### config.mk
export PLATFORM = sky130hd
export DESIGN_NAME = ca_store
export DESIGN_NICKNAME = d
export VERILOG_FILES = /design/src/rtl/ca_store.sv
export SDC_FILE = /design/constraint.sdc
export NUM_CORES = 1
export LEC_CHECK = 0
export ABC_AREA = 1
export CORE_MARGIN = 3
export CORE_UTILIZATION = 45
export DETAILED_ROUTE_END_ITERATION = 7
export SLEW_MARGIN = 10
export SYNTH_ARGS = -nofsm -noshare
export SYNTH_HDL_FRONTEND = slang
export SYNTH_SLANG_ARGS = --single-unit
### constraint.sdc
create_clock -name clk -period 7 [get_ports clk]
set_input_delay 1.4 -clock clk [delete_from_list [all_inputs] [get_ports clk]]
set_output_delay 1.4 -clock clk [all_outputs]
set_load 0.05 [all_outputs]
### src/rtl/ca_store.sv
// ca_store: fully associative instruction-cache storage with lookup, fill/clear and occupancy tracking
module ca_store #(
    parameter int CACHE_ENTRIES   = 8,
    parameter int CACHE_ADDR_LEFT = $clog2(CACHE_ENTRIES) - 1,
    parameter int ADDR_WIDTH      = 32,
    parameter int DATA_WIDTH      = 32
) (
    input  logic                               clk,
    input  logic                               rst_,
    input  logic                               cache_read,
    input  logic                               cache_write_,
    input  logic [CACHE_ADDR_LEFT:0]           cache_w_addr,
    input  logic                               new_valid,
    input  logic [ADDR_WIDTH-1:0]              pc,
    input  logic [ADDR_WIDTH-1:0]              fill_addr,
    input  logic [DATA_WIDTH-1:0]              fill_data,
    output logic                               cache_hit,
    output logic [DATA_WIDTH-1:0]              cache_data,
    output logic                               cache_full,
    output logic [$clog2(CACHE_ENTRIES+1)-1:0] valid_count,
    output logic                               multi_hit
);
    localparam int CW = $clog2(CACHE_ENTRIES + 1);

    logic [ADDR_WIDTH-1:0]    r_tag  [CACHE_ENTRIES];
    logic [DATA_WIDTH-1:0]    r_data [CACHE_ENTRIES];
    logic [CACHE_ENTRIES-1:0] r_valid;
    logic [CW-1:0]            r_count;
    logic                     r_full;
    logic                     r_multi;

    logic [CACHE_ENTRIES-1:0] w_match;
    logic                     w_seen;
    logic                     w_multi;
    logic [DATA_WIDTH-1:0]    w_data;
    logic                     w_inc;
    logic                     w_dec;
    logic [CW-1:0]            w_next_count;

    // lowest-index match wins the data mux; a second match flags multi-hit
    always_comb begin
        w_seen  = 1'b0;
        w_multi = 1'b0;
        w_data  = '0;
        for (int i = 0; i < CACHE_ENTRIES; i++) begin
            w_match[i] = r_valid[i] && (r_tag[i] == pc);
            if (w_match[i]) begin
                w_multi = w_multi | w_seen;
                w_data  = w_seen ? w_data : r_data[i];
                w_seen  = 1'b1;
            end
        end
    end

    assign cache_hit  = cache_read && w_seen;
    assign cache_data = cache_hit ? w_data : '0;

    assign w_inc        = !cache_write_ && new_valid && !r_valid[cache_w_addr];
    assign w_dec        = !cache_write_ && !new_valid && r_valid[cache_w_addr];
    assign w_next_count = r_count + CW'(w_inc) - CW'(w_dec);

    always_ff @(posedge clk or negedge rst_) begin
        if (!rst_) begin
            for (int i = 0; i < CACHE_ENTRIES; i++) begin
                r_tag[i]  <= '0;
                r_data[i] <= '0;
            end
            r_valid <= '0;
            r_count <= '0;
            r_full  <= 1'b0;
            r_multi <= 1'b0;
        end else begin
            if (!cache_write_) begin
                r_valid[cache_w_addr] <= new_valid;
                if (new_valid) begin
                    r_tag[cache_w_addr]  <= fill_addr;
                    r_data[cache_w_addr] <= fill_data;
                end
            end
            r_count <= w_next_count;
            r_full  <= (w_next_count == CW'(CACHE_ENTRIES));
            r_multi <= r_multi | (cache_read && w_multi);
        end
    end

    assign valid_count = r_count;
    assign cache_full  = r_full;
    assign multi_hit   = r_multi;
endmodule

# Yosys cells after proc, flatten, opt, wreduce, memory -nomap -nowiden
# Cells that the tools add are included.
dict set report word_totals {
  mem_count 0
  ramBits 0
  romBits 0
  latchBits 0
  word_cells 104
  regBits 526
}
dict set report op_classes {
  bitwise_logic 9
  n_reduce_logical 20
  n_lt_le_gt_ge 4
  div_mod_pow 0
  shifts 0
  add_sub_neg 2
  mul 0
  n_eq_ne 9
  mux 40
}
# cell count
set op_table {}
lappend op_table {{$mux 32} 17}
lappend op_table {{$bwmux 256} 2}
lappend op_table {{$eq 32x32->1} 8}
lappend op_table {{$demux 32 s3} 1}
lappend op_table {{$mux 1} 17}
lappend op_table {{$logic_and 1x1->1} 16}
lappend op_table {{$bwmux 8} 1}
lappend op_table {{$or 1x1->1} 7}
lappend op_table {{$add 4x1->4} 1}
lappend op_table {{$eq 4x4->1 const B} 1}
lappend op_table {{$ge 4x4->1 const B} 1}
lappend op_table {{$lt 3x4->1 const B} 1}
lappend op_table {{$lt 4x1->1 const B} 1}
lappend op_table {{$not 3->4} 1}
lappend op_table {{$sub 4x1->4} 1}
lappend op_table {{$bmux 1 s3} 1}
lappend op_table {{$demux 1 s3} 1}
lappend op_table {{$ge 3x1->1 const B} 1}
lappend op_table {{$logic_not 1->1} 3}
lappend op_table {{$reduce_and 2->1} 1}
lappend op_table {{$not 1->1} 1}

# Logic depth before layout (Yosys ltp)
dict set report depth {
  ltp_word 18
  ltp_mapped 22
  depth_no_buf 19
}

# Worst setup path after synthesis
# OpenSTA, ideal clock, no wires.
dict set report synth_path {
  path_kind {in2out}
  startpoint {input pc[27]}
  endpoint {output cache_data[10]}
  cell_stages 16
  n_path_buf 3
  t_arrival_ns 3.783
  slack_ns 1.817
  required_time_ns 5.600
  path_cell_list {buf_4 > inv_2 > buf_4 > or2_1 > nand2_1 > nor2_1 > nor3b_1 > nand3_1 > nor2_4 > inv_2 > nand4_4 > nor2_4 > buf_2 > nor2_1 > nand2_1 > a21oi_1}
}
dict set report synth_via {
  elab_chain_len 18
  word_cells_on_any_way 41
  classes_between {eq/ne: 8; mux: 24; reduce/logical: 9}
}
# element line_no
set synth_rtl {}
lappend synth_rtl {{from (decl)} 14} ;# input logic [ADDR_WIDTH-1:0] pc,
lappend synth_rtl {{$eq 32x32->1} 46} ;# w_match[i] = r_valid[i] && (r_tag[i] == pc);
lappend synth_rtl {{$logic_and 1x1->1} 46}
lappend synth_rtl {{$mux 32 or $mux 1 (tied branches)} 47} ;# if (w_match[i]) begin
lappend synth_rtl {{$mux 32} 49} ;# w_data = w_seen ? w_data : r_data[i];
lappend synth_rtl {{$mux 32} 47}
lappend synth_rtl {{$mux 32} 49}
lappend synth_rtl {{$mux 32} 47}
lappend synth_rtl {{$mux 32} 49}
lappend synth_rtl {{(+2 left out)} -}
lappend synth_rtl {{$mux 32} 47}
lappend synth_rtl {{$mux 32} 49}
lappend synth_rtl {{$mux 32} 47}
lappend synth_rtl {{$mux 32} 49}
lappend synth_rtl {{$mux 32} 47}
lappend synth_rtl {{$mux 32} 49}
lappend synth_rtl {{$mux 32} 47}
lappend synth_rtl {{$mux 32 (*)} 56} ;# assign cache_data = cache_hit ? w_data : '0;
lappend synth_rtl {{to (decl)} 18} ;# output logic [DATA_WIDTH-1:0] cache_data,
# Every way passes the cells marked *; elsewhere a longest branch is shown, timed or not.

# Final worst setup path
dict set report layout_path {
  startpoint {input pc[24]}
  endpoint {output cache_data[1]}
}
# Same word-level chain as after synthesis.

==> metrics.md <==
| Metric | Value |
|---|---|
| Root Driver | clkbuf_16 |
| DRT Pass-1 Iters | 6 |
| Layout area overhead | 15.9% |
| CTS sink cnt | 526 |
| CTS tree | done |
| Post-DP HPWL | 87900 µm |
| Ys flop type | dfrtp_1 |
| Die Ht | 260 µm |
| Post-place setup slack | 0.414 ns |
| P_leak | 0.0171 µW |
| Sequential element share of the synthesized area | 0.453 |
| Buffers on Ports | 142 |
| Core footprint | 63500 µm² |
| Worst endpoint required time | 5.60 ns |
| Filler cells | 6357 |
| Async set-reset flop share out of synthesis | 1.00 |
| Area taken by multi-input logic gates | 13100 µm² |
| Clock-pin slew on the worst setup and hold paths | 0.06 ns |
| RePlAce Congestion | 1.09 |
| Number of global-route vias before repair | 25675 |
| Top cells by area, synth | dfrtp_1 (45%), nand2_1 (20%), o21ai_0 (9.5%), inv_1 (5.6%), nand4_1 (3.7%) |
| Outcome | finished clean |
| Gr usage total | 0.349 |
| Yosys reg bits | 526 |
| FF/Latch Area | 13200 µm² |
| Critical Path End Type | primary output |
| Maxcap violations | 0 |
| Worst Setup Path Type | input pin to primary output |
| Fin. max-slew vios | 0 |
| Max Clk Rate | 149 MHz |
| Max transition margin | 0.123 |
| CP dominant cell by count | nand2_1 |
| Setup violators final | 0 |
| Area share of the leading cell type in the synthesized netlist | 0.453 |
| Avg Synthesized Cell Area | 7.04 µm² |
| Die area | 67700 µm² |
| Fin nets | 4313 |
| Worst Hold Depth | 2 |
| Worst-Margin Slew | 1.30 ns |
| Final hold violations | 0 |
| Crit path DAT | 5.32 ns |
| RSZ-0062 raised after global routing | no |
| Initial core utilization | 0.457 |
| Share of cells above drive strength 1 | 0.0736 |
| Clk buf depth | 3 |
| First-pass GRT wire length | 174000 µm |
| Yosys cell types | 42 |
| Initial antenna violation count | 7 |
| Slowest CP cell | clkdlybuf4s50_1 |
| Worst R2R Path Depth | 11 |
| Cts hold-fix bufs | 0 |
| Worst setup margin | 0.277 ns |
| Period Utilization, post-route | 0.960 |
| Worst path max stage delay | 0.74 ns |
| CTS buffer count | 58 |
| VDD IR max | 0.000328 V |
| Vias post-DR | 27942 |
| Pin count of the biggest net entering global routing | 142 |
| Setup Buffers After CTS | 0 |
| Netlist Area Pre-Place | 29100 µm² |
| Number of I/O pins | 143 |
| Worst setup SP type | input pin |
| 1st-iter DRT viols | 3594 |
| Yosys warns | 0 |
| Vias/cell | 5.48 |
| Htree depth | 2 |
| PostCTS Resize Cnt | 0 |
| Post-synthesis cell count | 4129 |
| Final Skew | 0.0209 ns |
| Worst Hold Class | register to register |
| Skew-Pair Late Insertion Delay | 0.63 ns |
| Syn_nets | 4238 |
| Number of enable flip-flop cells after synthesis | 0 |
| Antenna-violating nets left | 0 |
| Row cnt | 92 |
| Drt wl/cell | 23.2 µm |
| Leading area contributor after synthesis | dfrtp_1 |
| Tmin final | 6.72 ns |
| Power Density | 284 nW/µm² |
| Die Span X | 260 µm |
| Grt ovf | 0 |
| Worst path cell trace | clkdlybuf4s50_1, inv_1, nand2_1, nand2_1, nor2_1, nand2_1, nor2_1, nand3_1, nor2_4, nand4_4, nand2_1, clkinv_1, nand2_1, nand2_1, nand2_1, a21oi_1, buf_4, buf_12 |
| Setup TNS | 0 ns |
| DRT Wirelength | 118000 µm |
| DRC | 0 |
| Crit path max fanout | 32 |
cell type report:
| class | count | share of cell area |
|---|---|---|
| diodes | 1 | 0.0000743 |
| multi-input cells | 2892 | 0.388 |
| repair buffers | 231 | 0.0753 |
| clock buffers | 81 | 0.0492 |
| flip-flops and latches | 526 | 0.391 |
| clock inverters | 26 | 0.0104 |
| well taps | 846 | 0.0314 |
| inverters | 495 | 0.0551 |
Yosys cell counts (6+ instances only):
| master | count |
|---|---|
| nor2_4 | 6 |
| buf_6 | 6 |
| clkbuf_1 | 123 |
| xor2_1 | 20 |
| clkinv_1 | 31 |
| nand4_1 | 174 |
| o22ai_1 | 8 |
| nor3b_1 | 8 |
| nor4_1 | 20 |
| nor3_1 | 32 |
| buf_2 | 54 |
| inv_2 | 29 |
| nand3b_1 | 12 |
| nand2_1 | 1515 |
| buf_4 | 30 |
| o21ai_1 | 6 |
| nor2_1 | 274 |
| o21ai_0 | 554 |
| a21oi_1 | 40 |
| or2_2 | 35 |
| xnor2_1 | 38 |
| inv_1 | 435 |
| dfrtp_1 | 526 |
| nand3_1 | 110 |
metal layers:
metal  vias up  share of wire  global-route usage
met5         -        0.00043                   0
met4        10          0.028              0.0923
met3       181           0.11              0.0796
li1      13168              -                   -
met1     13333           0.46               0.540
met2      1250           0.40               0.487
sequential cells by signal, summed over array words and instances (netlist names):
name	cells
valid_count	4
cache_full	1
multi_hit	1
r_tag	256
r_data	256
r_valid	8
cell families after synthesis:
logic type               synth area share
XOR/XNOR                           0.0175
adder cells (fa/ha/maj)           0.00241
AO/OA/AOI/OAI                       0.107
AND/OR/NAND/NOR                     0.321
buffers and inverters              0.0996
flip-flops                          0.453
where the power goes:
group,total (µW),internal (µW),switching (µW)
sequential,4210,3670,536
combinational,2110,699,1410
clock,3260,1910,1340
total,9570,6280,3290
path summary, 6_finish.rpt:
check                                         endpoint  slack (ns)              startpoint
worst min register to register     multi_hit$_DFF_PN0_        0.46     multi_hit$_DFF_PN0_
worst max-delay path                     cache_data[1]        0.28                  pc[24]
worst max register to register    cache_full$_DFF_PN0_        3.85  r_valid[5]$_DFFE_PN0P_
worst min-delay path               multi_hit$_DFF_PN0_        0.46     multi_hit$_DFF_PN0_
max in group asynchronous       r_data[12]$_DFFE_PN0P_        4.85                    rst_
min in group asynchronous       r_tag[148]$_DFFE_PN0P_        0.74                    rst_
worst max-delay path: cells and delay by family:
family	cells	cell delay (ns)
AND/OR/NAND/NOR	12	2.54
AO/OA/AOI/OAI	1	0.11
buffers and inverters	5	1.23
stage by stage:
step / hold WS [ns] / util / cell area (µm²) / power, µW / instances
after floorplan: 0.453 / - / 29100 / 5290 / 4129
after detailed placement: 0.449 / 0.499 / 31700 / 6270 / 4990
after CTS: 0.466 / 0.530 / 33700 / 9530 / 5097
after global routing: 0.500 / 0.530 / 33700 / 10000 / 5098
after global placement: 0.448 / 0.499 / 31700 / 6240 / 4990
final: 0.462 / 0.530 / 33700 / 9570 / 5098
cells in the final DEF, fill, tap and decap left out, types with 11 or more instances in the layout:
master / n
nand2_1: 1508
o21ai_0: 554
dfrtp_1: 526
inv_1: 435
nor2_1: 272
nand4_1: 174
nand3_1: 109
clkdlybuf4s50_1: 108
buf_4: 80
clkbuf_16: 58
buf_12: 42
a21oi_1: 40
xnor2_1: 38
or2_2: 35
nor3_1: 32
clkinv_1: 31
inv_2: 29
xor2_1: 20
nor4_1: 20
nand3b_1: 12
clkbuf_8: 12
clkinv_2: 11
clkbuf_1: 11
Power figures use the tool's default switching activity.
